===== config.mk =====
export PLATFORM = sky130hd
export DESIGN_NAME = ps2_packet_assembler_flat
export DESIGN_NICKNAME = d
export VERILOG_FILES = /design/src/rtl/ps2_packet_assembler_if.sv /design/src/rtl/ps2_packet_assembler.sv /design/src/flat_wrapper.sv
export SDC_FILE = /design/constraint.sdc
export NUM_CORES = 1
export LEC_CHECK = 0
export ABC_CLOCK_PERIOD_IN_PS = 2000
export BUFFER_PORTS_ARGS = -buffer_cell sky130_fd_sc_hd__buf_4
export CAP_MARGIN = 20
export CORE_ASPECT_RATIO = 1.4
export CORE_MARGIN = 8
export CORE_UTILIZATION = 49
export CTS_CLUSTER_SIZE = 28
export DETAILED_ROUTE_END_ITERATION = 12
export PLACE_DENSITY = 0.81
export SLEW_MARGIN = 40
export SYNTH_ARGS = -nofsm -noshare
export SYNTH_HDL_FRONTEND = slang
export SYNTH_SLANG_ARGS = --single-unit

===== constraint.sdc =====
create_clock -name clk -period 2 [get_ports clk]
set_input_delay 0.1 -clock clk [delete_from_list [all_inputs] [get_ports clk]]
set_output_delay 0.1 -clock clk [all_outputs]
set_load 0.005 [all_outputs]

===== src/rtl/ps2_packet_assembler_if.sv =====
// PS/2 byte stream into the packet assembler and the assembled mouse packet out of it.
// The receiver side drives master; the assembler attaches as slave.
interface ps2_packet_assembler_if;
  logic [7:0] rx_data;
  logic       rx_valid;
  logic [8:0] x_axis;
  logic [8:0] y_axis;
  logic [2:0] buttons;
  logic       x_ovf;
  logic       y_ovf;
  logic       packet_valid;
  logic       sync_err;
  logic       timeout;

  modport master (
    output rx_data, rx_valid,
    input  x_axis, y_axis, buttons, x_ovf, y_ovf, packet_valid, sync_err, timeout
  );

  modport slave (
    input  rx_data, rx_valid,
    output x_axis, y_axis, buttons, x_ovf, y_ovf, packet_valid, sync_err, timeout
  );
endinterface


===== src/rtl/ps2_packet_assembler.sv =====
// Assembles 3-byte PS/2 mouse packets; packet_valid 1 clk after the last byte, no backpressure (every rx_valid is consumed).
// Define PS2_OVF_SAT_EN to saturate an axis whose overflow flag is set; otherwise the raw {sign, byte} is output.
module ps2_packet_assembler #(
  parameter int TIMEOUT_CYCLES = 50000
) (
  input  logic                  clk,
  input  logic                  rst,
  ps2_packet_assembler_if.slave bus
);

  localparam int TIMER_W = $clog2(TIMEOUT_CYCLES);
  localparam logic [TIMER_W-1:0] TIMER_LAST = TIMER_W'(TIMEOUT_CYCLES - 1);

  typedef enum logic [1:0] {
    WAIT_B0 = 2'd0,
    WAIT_B1 = 2'd1,
    WAIT_B2 = 2'd2
  } state_t;

  // Header byte minus the always-one sync bit.
  typedef struct packed {
    logic       y_ovf;
    logic       x_ovf;
    logic       y_sign;
    logic       x_sign;
    logic [2:0] buttons;
  } hdr_t;

  typedef struct packed {
    logic [8:0] x_axis;
    logic [8:0] y_axis;
    logic [2:0] buttons;
    logic       x_ovf;
    logic       y_ovf;
  } pkt_t;

  state_t             state;
  state_t             state_nxt;
  logic [TIMER_W-1:0] timer;
  hdr_t               hdr;
  logic [7:0]         byte1;
  pkt_t               pkt_q;
  pkt_t               pkt_nxt;
  logic               packet_valid_q;
  logic               sync_err_q;
  logic               timeout_q;

  logic take_b0;
  logic take_b1;
  logic take_b2;
  logic hdr_bad;
  logic expire;
  logic timer_done;

  assign timer_done = (timer == TIMER_LAST);

  always_ff @(posedge clk) begin
    if (rst) begin
      state <= WAIT_B0;
    end else begin
      state <= state_nxt;
    end
  end

  // A byte arriving on the expiry cycle takes priority over the timeout.
  always_comb begin
    state_nxt = state;
    take_b0   = 1'b0;
    take_b1   = 1'b0;
    take_b2   = 1'b0;
    hdr_bad   = 1'b0;
    expire    = 1'b0;
    case (state)
      WAIT_B0: begin
        if (bus.rx_valid) begin
          if (bus.rx_data[3]) begin
            take_b0   = 1'b1;
            state_nxt = WAIT_B1;
          end else begin
            hdr_bad = 1'b1;
          end
        end
      end
      WAIT_B1: begin
        if (bus.rx_valid) begin
          take_b1   = 1'b1;
          state_nxt = WAIT_B2;
        end else if (timer_done) begin
          expire    = 1'b1;
          state_nxt = WAIT_B0;
        end
      end
      WAIT_B2: begin
        if (bus.rx_valid) begin
          take_b2   = 1'b1;
          state_nxt = WAIT_B0;
        end else if (timer_done) begin
          expire    = 1'b1;
          state_nxt = WAIT_B0;
        end
      end
      default: begin
        state_nxt = WAIT_B0;
      end
    endcase
  end

  always_ff @(posedge clk) begin
    if (rst) begin
      timer <= '0;
    end else if (bus.rx_valid || (state == WAIT_B0) || expire) begin
      timer <= '0;
    end else begin
      timer <= timer + TIMER_W'(1);
    end
  end

  always_ff @(posedge clk) begin
    if (rst) begin
      hdr   <= '0;
      byte1 <= '0;
    end else begin
      if (take_b0) begin
        hdr <= '{y_ovf:   bus.rx_data[7],
                 x_ovf:   bus.rx_data[6],
                 y_sign:  bus.rx_data[5],
                 x_sign:  bus.rx_data[4],
                 buttons: bus.rx_data[2:0]};
      end
      if (take_b1) begin
        byte1 <= bus.rx_data;
      end
    end
  end

  // The third byte is used straight off the bus so the packet lands one cycle after it.
  always_comb begin
    pkt_nxt.x_axis  = {hdr.x_sign, byte1};
    pkt_nxt.y_axis  = {hdr.y_sign, bus.rx_data};
    pkt_nxt.buttons = hdr.buttons;
    pkt_nxt.x_ovf   = hdr.x_ovf;
    pkt_nxt.y_ovf   = hdr.y_ovf;
`ifdef PS2_OVF_SAT_EN
    if (hdr.x_ovf) begin
      pkt_nxt.x_axis = hdr.x_sign ? 9'h100 : 9'h0FF;
    end
    if (hdr.y_ovf) begin
      pkt_nxt.y_axis = hdr.y_sign ? 9'h100 : 9'h0FF;
    end
`endif
  end

  always_ff @(posedge clk) begin
    if (rst) begin
      pkt_q          <= '0;
      packet_valid_q <= 1'b0;
      sync_err_q     <= 1'b0;
      timeout_q      <= 1'b0;
    end else begin
      packet_valid_q <= take_b2;
      sync_err_q     <= hdr_bad;
      timeout_q      <= expire;
      if (take_b2) begin
        pkt_q <= pkt_nxt;
      end
    end
  end

  assign bus.x_axis       = pkt_q.x_axis;
  assign bus.y_axis       = pkt_q.y_axis;
  assign bus.buttons      = pkt_q.buttons;
  assign bus.x_ovf        = pkt_q.x_ovf;
  assign bus.y_ovf        = pkt_q.y_ovf;
  assign bus.packet_valid = packet_valid_q;
  assign bus.sync_err     = sync_err_q;
  assign bus.timeout      = timeout_q;

endmodule

===== src/flat_wrapper.sv =====
// flat-port wrapper written by rule: the top's interface ports become plain ports
module ps2_packet_assembler_flat 
#(
  parameter int TIMEOUT_CYCLES = 50000
)
  (clk, rst, bus_rx_data, bus_rx_valid, bus_x_axis, bus_y_axis, bus_buttons, bus_x_ovf, bus_y_ovf, bus_packet_valid, bus_sync_err, bus_timeout);
  ps2_packet_assembler_if bus_i ();
  input  logic clk;
  input  logic rst;
  input wire logic [$bits(bus_i.rx_data)-1:0] bus_rx_data;
  input wire logic [$bits(bus_i.rx_valid)-1:0] bus_rx_valid;
  output wire logic [$bits(bus_i.x_axis)-1:0] bus_x_axis;
  output wire logic [$bits(bus_i.y_axis)-1:0] bus_y_axis;
  output wire logic [$bits(bus_i.buttons)-1:0] bus_buttons;
  output wire logic [$bits(bus_i.x_ovf)-1:0] bus_x_ovf;
  output wire logic [$bits(bus_i.y_ovf)-1:0] bus_y_ovf;
  output wire logic [$bits(bus_i.packet_valid)-1:0] bus_packet_valid;
  output wire logic [$bits(bus_i.sync_err)-1:0] bus_sync_err;
  output wire logic [$bits(bus_i.timeout)-1:0] bus_timeout;
  assign bus_i.rx_data = bus_rx_data;
  assign bus_i.rx_valid = bus_rx_valid;
  assign bus_x_axis = bus_i.x_axis;
  assign bus_y_axis = bus_i.y_axis;
  assign bus_buttons = bus_i.buttons;
  assign bus_x_ovf = bus_i.x_ovf;
  assign bus_y_ovf = bus_i.y_ovf;
  assign bus_packet_valid = bus_i.packet_valid;
  assign bus_sync_err = bus_i.sync_err;
  assign bus_timeout = bus_i.timeout;
  ps2_packet_assembler #(.TIMEOUT_CYCLES(TIMEOUT_CYCLES)) u_core (.clk(clk), .rst(rst), .bus(bus_i));
endmodule

# == Word-level counts from Yosys, hierarchy flattened ==
# Cells that the tools add are included.
# word_totals
inputBits,11
romBits,0
latch_bits,0
output_inout_bits,26
ram_bits,0
memories,0
reg_bits,59
# classes
bitwise_logic,2
n_addsub,1
n_lt_le_gt_ge,0
div,0
n_shift,0
n_eq_ne,5
n_mux,16
reduce_logical,7
mul,0
# op_table
cell,count
$add 16x1->16 const B,1
$eq 16x16->1 const B,1
$mux 1,10
$mux 2,5
$pmux 2 s3,1
$ne 2x2->1 const B,2
$reduce_or 2->1,2
$reduce_or 3->1,1
$eq 2x1->1 const B,1
$eq 2x2->1 const B,1
$logic_not 2->1,1
$logic_or 1x1->1,2
$not 1->1,2
$reduce_and 2->1,1

# == Logic depth before layout (Yosys ltp) ==
# Gate-level depths: netlist (run 1).
# depth
depth_word,6
mapped_depth,7
mapped_depth_nobuf,6

# == Worst setup path after synthesis (run 1) ==
# OpenSTA, ideal clock, no wires.
# synth_path
path_type,register -> register
from,reg u_core.timer[5]
to,reg u_core.timer[10]
slack_ns,0.067
n_path_buf,1
path_stages_with_launch,6
arrival_time_ns,1.819
t_required_ns,1.885
period_less_slack_ns,1.933
setup_time_ns,0.115
cell_sequence,dfxtp_1 -> or4b_1 -> or4_4 -> o21ai_2 -> buf_6 -> nor2_1
# synth_between
elab_chain_cells,6
# synth_lines
element,line,rtl
"start, declared",ps2_packet_assembler.sv:39,logic [TIMER_W-1:0] timer;
"start signal, assigned",ps2_packet_assembler.sv:114,timer <= timer + TIMER_W'(1);
$eq 16x16->1,ps2_packet_assembler.sv:55,assign timer_done = (timer == TIMER_LAST);
$mux 1,"ps2_packet_assembler.sv:88, ps2_packet_assembler.sv:97",
$mux 1,ps2_packet_assembler.sv:85,if (bus.rx_valid) begin
$mux 1,-,
$logic_or 1x1->1,ps2_packet_assembler.sv:111,end else if (bus.rx_valid || (state == WAIT_B0) || expire) begin
$reduce_or 2->1 (no line),-,
# Several ways; a longest one is shown, not always the timed one.
# A chain may end at the register's enable or synchronous reset.

# == Final worst setup path (run 1) ==
# layout_path
from,reg u_core.timer[4]
to,reg u_core.timer[9]
# The elaborated chain is that of the path after synthesis.

==> metrics.yaml, run 1 <==
outcome:
  status: "completed"
yosys:
  yosys_warnings: 0
  syn_nets: 288
  synth_area_sq_um: 2280
  syn_area_per_cell_sq_um: 8.40
  ys_ff_latch: 59
  syn_inst: 272
  yosysSeqAreaShare: 0.517
  synth_cell_type_count: 27
timing:
  fmax_mhz: 523
  period_share: 0.956
  max_slew_margin: 0.655
  fin_skew_ns: 0.00612
  hold_violations: 0
  hold_slack_ns: 0.0293
  min_period_ns: 1.91
  drv_slew: 0
  rsz0062_at_grt: "false"
  tightestPinTransition_ns: 0.516
  setup_tns_ns: 0
  finalSetupViolCount: 0
final_layout:
  num-nets-final: 330
  drive_above_1_share: 0.194
  area_growth_pct: 24.6
  antenna_cells: 0
  stdcell_count: 381
  regArea_sq_um: 1180
  fin_util: 0.633
  fill_cells: 406
  multiInputGateArea_sq_um: 1010
floorplanning:
  die_h_um: 96.8
  fp-row-count: 29
  initial_core_util: 0.508
  core-area_sq_um: 4500
  pin_count: 37
  dieArea_sq_um: 7130
  die_x_um: 73.7
worst_setup_path:
  ff2ff_setup_slack_ns: 0.09
  worstPathArrival_ns: 2.14
  endpoint: "u_core.timer[9]"
  endpoint_kind: "flop"
  crit_start: "u_core.timer[4]"
  worstSetupStartpointType: "flop"
  r2r-end: "u_core.timer[9]"
  reg2reg_depth: 5
  path_max_fanout: 16
  timing.rr.start: "u_core.timer[4]"
  cp.required_ns: 2.22
  crit_type: "reg -> reg"
placement:
  post-dp-hpwl_um: 3570
  gp_congestion: 0.860
  placedCellCount: 364
  portBuffers: 36
cts:
  cts_root_buf: "clkbuf_8"
  htreeDepth: 3
  path_clk_slew_ns: 0.06
  clockBufferDepth: 2
  clock-sinks: 59
  cts_tree: "built"
  clk_latency_ns: 0.33
  cts_resized: 0
  cts_buffers: 9
grt:
  gr-max-usage-layer: "met2"
  gr-total-overflow: 0
  met2_usage: 0.256
  grt.met3_usage: 0.0589
  grtUsageTotal: 0.152
  grt_first_pass_wirelength_um: 8600
  met1_usage: 0.152
  antenna_found_initial: 0
  grt_max_degree: 45
  grt_pass1_vias: 1920
power_and_ir_drop:
  vdd_ir_drop_max_v: 0.000538
  p_per_area_nw_per_um2: 868
  cellLeakagePower_uw: 0.00107
  finalPower_uw: 2470
detailed_routing:
  drt-total-wl_um: 5110
  vias: 1968
  drtPass1Iterations: 4
  avgRoutedWirePerCell_um: 13.4
  vias_per_cell: 5.17
  drt_iter0_drc: 140
  drtAntennaViolNets: 0
  drc: 0
worst_hold_path:
  min_path_cells: 3
  hold_path.class: "in -> reg"
job:
  maxCapViolations: 0
## metal layers
layer | routed length, um | vias to the layer above
met3 | 323 | 13
met4 | 124 | 0
met5 | 0 | -
met2 | 2630 | 46
met1 | 2040 | 918
li1 | - | 991
## power by group
group	switching [uW]	total [uW]	internal, uW
Sequential	22.1	1230	1210
Clock	430	1010	584
Combinational	137	225	88.4
## state kept, by name, indices dropped and copies added (netlist names)
name / cells
u_core.hdr: 7
u_core.timer: 16
u_core.state: 2
u_core.bus.y_ovf: 1
u_core.bus.timeout: 1
u_core.bus.x_axis: 9
u_core.bus.buttons: 3
u_core.bus.packet_valid: 1
u_core.byte1: 8
u_core.bus.x_ovf: 1
u_core.bus.y_axis: 9
u_core.bus.sync_err: 1
## critical path: stages, from the launching register on
cell and delay [ns]:
dfxtp_1 0.34, or4b_1 0.51, or4_4 0.55, o21ai_2 0.18, buf_12 0.16, nor2_1 0.05
## metrics by stage
| step | setup slack (ns) | instance area (sq um) |
|---|---|---|
| detailed placement | 0.101 | 2650 |
| finish | 0.0876 | 2850 |
| CTS | 0.0849 | 2850 |
| floorplan | 0.0666 | 2280 |
| global placement | 0.142 | 2650 |
| global route | 0.0121 | 2850 |
## synthesized netlist by cell type
cell type	number	share of area
buf_1	1	0.0016
nor2_1	28	0.046
xnor2_1	11	0.042
o21ai_0	1	0.0022
ha_1	5	0.027
or4b_1	1	0.0044
nor4_1	5	0.014
or4_4	2	0.0099
or3_1	1	0.0027
dfxtp_1	59	0.52
nor2b_1	1	0.0027
nand4_1	5	0.014
nor3_1	5	0.011
buf_6	1	0.0049
a21oi_1	33	0.072
a31oi_1	1	0.0027
and2_1	1	0.0027
inv_1	8	0.013
xor2_1	2	0.0077
nand2_1	62	0.10
o2111ai_1	1	0.0038
o21ai_2	1	0.0038
mux2i_1	7	0.031
nand3_1	16	0.035
clkbuf_1	12	0.020
or4_1	1	0.0033
a2111oi_0	1	0.0038
## cells in the final DEF (no fill, tap or decap), types with 2 or more instances in the layout
master,synthesis,routed
nand2_1,62,62
dfxtp_1,59,59
buf_4,0,43
a21oi_1,33,33
nor2_1,28,28
nand3_1,16,16
clkbuf_8,0,13
xnor2_1,11,11
inv_1,8,8
mux2i_1,7,7
nand4_1,5,5
nor3_1,5,5
nor4_1,5,5
ha_1,5,5
or4_4,2,2
xor2_1,2,2
clkbuf_1,12,2
## area by class of cell
| cell class | count | area share |
|---|---|---|
| timing repair buffer | 45 | 0.124 |
| inverter | 8 | 0.0105 |
| multi-input combinational | 191 | 0.356 |
| tap | 62 | 0.0272 |
| clock inverter | 1 | 0.00176 |
| clock buffer | 15 | 0.0655 |
| sequential | 59 | 0.415 |
## worst min-delay path by stage
stage	startpoint	endpoint	slack (ns)
floorplan	bus_rx_data[3]	u_core.bus.sync_err	0.18
global placement	bus_rx_data[3]	u_core.bus.sync_err	0.32
detailed placement	bus_rx_data[3]	u_core.bus.sync_err	0.32
CTS	bus_rx_data[1]	u_core.hdr[1]	0.02
global route	bus_rx_data[1]	u_core.hdr[1]	0.02
finish	bus_rx_data[1]	u_core.hdr[1]	0.03
## cells by family after synthesis
kind of cell	Yosys count	synth area share
XOR/XNOR	13	0.0498
AO/OA/AOI/OAI	38	0.0887
adder cells (fa/ha/maj)	5	0.0274
buffers and inverters	22	0.0394
flip-flops	59	0.517
multiplexers	7	0.0307
AND/OR/NAND/NOR	128	0.247
## what timing repair did
item,CTS,global route
setup endpoints to repair,0,0
hold endpoints to repair,1,0
hold buffers,1,0
buffers inserted,0,0
No activity file was read; power rests on OpenSTA's default activity.
==> inputs of run 2 (changes only) <==
--- a/config.mk
+++ b/config.mk
@@ -5,15 +5,16 @@
 export SDC_FILE = /design/constraint.sdc
 export NUM_CORES = 1
 export LEC_CHECK = 0
+export ABC_AREA = 1
 export ABC_CLOCK_PERIOD_IN_PS = 2000
 export BUFFER_PORTS_ARGS = -buffer_cell sky130_fd_sc_hd__buf_4
 export CAP_MARGIN = 20
 export CORE_ASPECT_RATIO = 1.4
 export CORE_MARGIN = 8
-export CORE_UTILIZATION = 49
+export CORE_UTILIZATION = 50
 export CTS_CLUSTER_SIZE = 28
 export DETAILED_ROUTE_END_ITERATION = 12
-export PLACE_DENSITY = 0.81
+export PLACE_DENSITY = 0.83
 export SLEW_MARGIN = 40
 export SYNTH_ARGS = -nofsm -noshare
 export SYNTH_HDL_FRONTEND = slang
==> run 2 against run 1 <==
Area after synthesis rose by 1.9%. First-iteration DRC count rose by 11%. Clock skew fell by 0.0019 ns. Via count rose by 2.3%. Critical endpoint is now u_core.bus.buttons[2]. Largest power group unchanged. Highest routed layer unchanged.
==> metrics.yaml, run 2 <==
worst_setup_path:
  crit_type: "reg -> reg"
  cp_slowest_cell: "dfxtp_1"
  path_max_fanout: 29  # +13
  slowest_delay_ns: 0.37  # -0.18 ns
  cp.required_ns: 2.21  # about the same
  worstPathArrival_ns: 1.80  # -0.34 ns
  path_cells: "inv_1 -> ha_1 -> nand2_2 -> inv_2 -> o21ai_0 -> a21oi_1"
  endpoint_kind: "flop"
  worstSetupStartpointType: "flop"
cts:
  clock-sinks: 59  # unchanged
  path_clk_slew_ns: 0.07  # about the same
  cts_tree: "built"
  clockBufferDepth: 2  # unchanged
  cts_buffers: 9  # unchanged
  cts_resized: 0  # unchanged
  clk_latency_ns: 0.33  # about the same
  cts_setup_buffers: 0  # unchanged
  htreeDepth: 3  # unchanged
  cts_root_buf: "clkbuf_8"
  cts_hold_buf: 3  # +2
power_and_ir_drop:
  clkPwrFrac: 0.378  # -0.032
  finalPower_uw: 2710  # +9.7%
  switching_share: 0.265  # +0.0272
  internal_power_uw: 1990  # +5.8%
  cellLeakagePower_uw: 0.00115  # +7.5%
  seqPwrFrac: 0.484  # -0.015
  p_sw_uw: 719  # +22%
  p_per_area_nw_per_um2: 951  # +9.5%
  combPwrFrac: 0.138  # +0.047
  vdd_ir_drop_max_v: 0.000483  # -10%
final_layout:
  largest-register: "u_core.timer"
  antenna_cells: 0  # unchanged
  num-nets-final: 359  # +8.8%
  drive_above_1_share: 0.184  # -0.0104
  final_area_sq_um: 2850  # +0.22%
  area_growth_pct: 22.6
  largest_reg_flops: 16  # unchanged
  final_common_cell: "nor2_1"
  final_cell_mix: "nor2_1 (78), dfxtp_1 (59), o21ai_0 (40)"
floorplanning:
  die_x_um: 73.7  # about the same
  pin_count: 37  # unchanged
  fp-row-count: 29  # unchanged
  dieArea_sq_um: 7120  # -0.14%
  core-area_sq_um: 4500  # unchanged
  die_h_um: 96.7  # about the same
  initial_core_util: 0.517  # +0.00945
yosys:
  yosys_warnings: 0  # unchanged
  async_reset_ff_frac: 0  # unchanged
  syn_inst: 302  # +11%
  ys_ff_latch: 59  # unchanged
  yosys-top-cells-count: "nor2_1 (78), dfxtp_1 (59), o21ai_0 (40)"
  yosys.area.top_type: "dfxtp_1"
  ys.flop_type: "dfxtp_1"
  syn_nets: 318  # +10%
  synth_cell_type_count: 23  # -15%
  synth.most_common_cell: "nor2_1"
  synth-edff-count: 0  # unchanged
  synth_area_sq_um: 2330  # +1.9%
  yosysSeqAreaShare: 0.508  # -0.00945
  syn_area_per_cell_sq_um: 7.71  # -8.3%
  synth_top_area_frac: 0.508  # -0.00945
  synth_area_leaders: "dfxtp_1 (51%), nor2_1 (13%), o21ai_0 (8.6%), a21oi_1 (4.7%), nand2_1 (4.2%)"
outcome:
  status: "completed"
timing:
  tightestPinTransition_ns: 0.423  # -0.0927 ns
  drv_slew: 0  # unchanged
  fin_skew_ns: 0.00426  # -0.00186 ns
  setup_tns_ns: 0  # unchanged
  final.setup.worst_slack_ns: 0.411  # +0.323 ns
  finalSetupViolCount: 0  # unchanged
  min_period_ns: 1.59  # -0.323 ns
  fmax_mhz: 629  # +20%
  period_share: 0.795  # -0.162
  max_slew_margin: 0.717  # +0.0620
  rsz0062_at_grt: "false"
  hold_violations: 0  # unchanged
detailed_routing:
  wl_met1_um: 1920  # -5.6%
  vias_per_cell: 4.91  # -4.9%
  met3_length_um: 315  # -2.5%
  drc: 0  # unchanged
  drt_iter0_drc: 155  # +11%
  avgRoutedWirePerCell_um: 11.9  # -11%
  wl_met2_um: 2490  # -5.1%
  drtPass1Iterations: 4  # unchanged
  vias: 2014  # +2.3%
  top_layer: "met4"
  drt-total-wl_um: 4870  # -4.7%
  drtAntennaViolNets: 0  # unchanged
grt:
  antenna_found_initial: 0  # unchanged
  grt_max_degree: 30  # -33%
  grt_first_pass_wirelength_um: 8210  # -4.6%
  grt_pass1_vias: 1882  # -2.0%
  grtUsageTotal: 0.147  # -0.00456
  gr-total-overflow: 0  # unchanged
job:
  maxCapViolations: 0  # unchanged
placement:
  place_area_sq_um: 2630  # -0.52%
  post-dp-hpwl_um: 3640  # +2.0%
  gp_congestion: 0.889  # +3.4%
  portBuffers: 36  # unchanged
  dp_slack_ns: 0.446  # +0.345 ns
worst_hold_path:
  hold_path.class: "in -> reg"
## run 2: changes by cell type in the layout (fill, tap and decap cells not counted), sizes merged, moves of 7 or more
cell / previous run / this run
o21ai: 2 / 40
xnor2: 11 / 1
nor2: 28 / 80
nand3: 16 / 6
mux2i: 7 / 0
inv: 8 / 27
nand2: 62 / 31
a21oi: 33 / 22
## run 2: layout make-up
class | count | area, sq um
Inverter | 27 | 101
Clock buffer | 9 | 124
Fill cell | 429 | 1650
Clock inverter | 7 | 68.8
Timing Repair Buffer | 41 | 315
Multi-Input combinational cell | 205 | 986
Tap cell | 62 | 77.6
Sequential cell | 59 | 1180
## run 2: path summary, 6_finish.rpt
path / end / slack (ns) / cells past startpoint / start
hold / removal: u_core.bus.y_axis[7] / 0.04 / 3 / bus_rx_data[7]
hold reg to reg: u_core.timer[0] / 0.44 / 1 / u_core.timer[0]
setup / recovery: u_core.bus.buttons[2] / 0.41 / 6 / u_core.state[0]
setup reg to reg: u_core.bus.buttons[2] / 0.41 / 6 / u_core.state[0]
## run 2: cell families after synthesis
family / count (synthesis) / share of synthesized area
buffers and inverters: 38 / 0.0688
AO/OA/AOI/OAI: 62 / 0.133
XOR/XNOR: 8 / 0.0301
adder cells (fa/ha/maj): 5 / 0.0269
AND/OR/NAND/NOR: 130 / 0.233
flip-flops: 59 / 0.508
## run 2: critical path: cells and delay by family (launching register included)
family	cells	cell delay, ns
flip-flops	1	0.37
buffers and inverters	2	0.33
AO/OA/AOI/OAI	2	0.32
adder cells (fa/ha/maj)	1	0.22
AND/OR/NAND/NOR	1	0.22
## run 2: power by group through the flow
stage	Sequential (uW)	Clock, uW	Combinational [uW]
floorplan	1330	0	238
global placement	1330	0	360
detailed placement	1340	0	369
CTS	1310	1060	377
global route	1320	1110	429
finish	1310	1030	373
## run 2: metal layers
layer | track usage | vias to the layer above
li1 | - | 1044
met1 | 0.141 | 906
met2 | 0.257 | 52
met3 | 0.0589 | 12
met4 | 0.0757 | 0
met5 | 0 | -
## run 2: through the flow
| stage | hold WS, ns | instances | util |
|---|---|---|---|
| CTS | 0.0218 | 410 | 0.634 |
| floorplan | 0.169 | 302 | - |
| global placement | 0.316 | 391 | 0.585 |
| detailed placement | 0.311 | 391 | 0.585 |
| global route | 0.0500 | 410 | 0.634 |
| finish | 0.0418 | 410 | 0.634 |
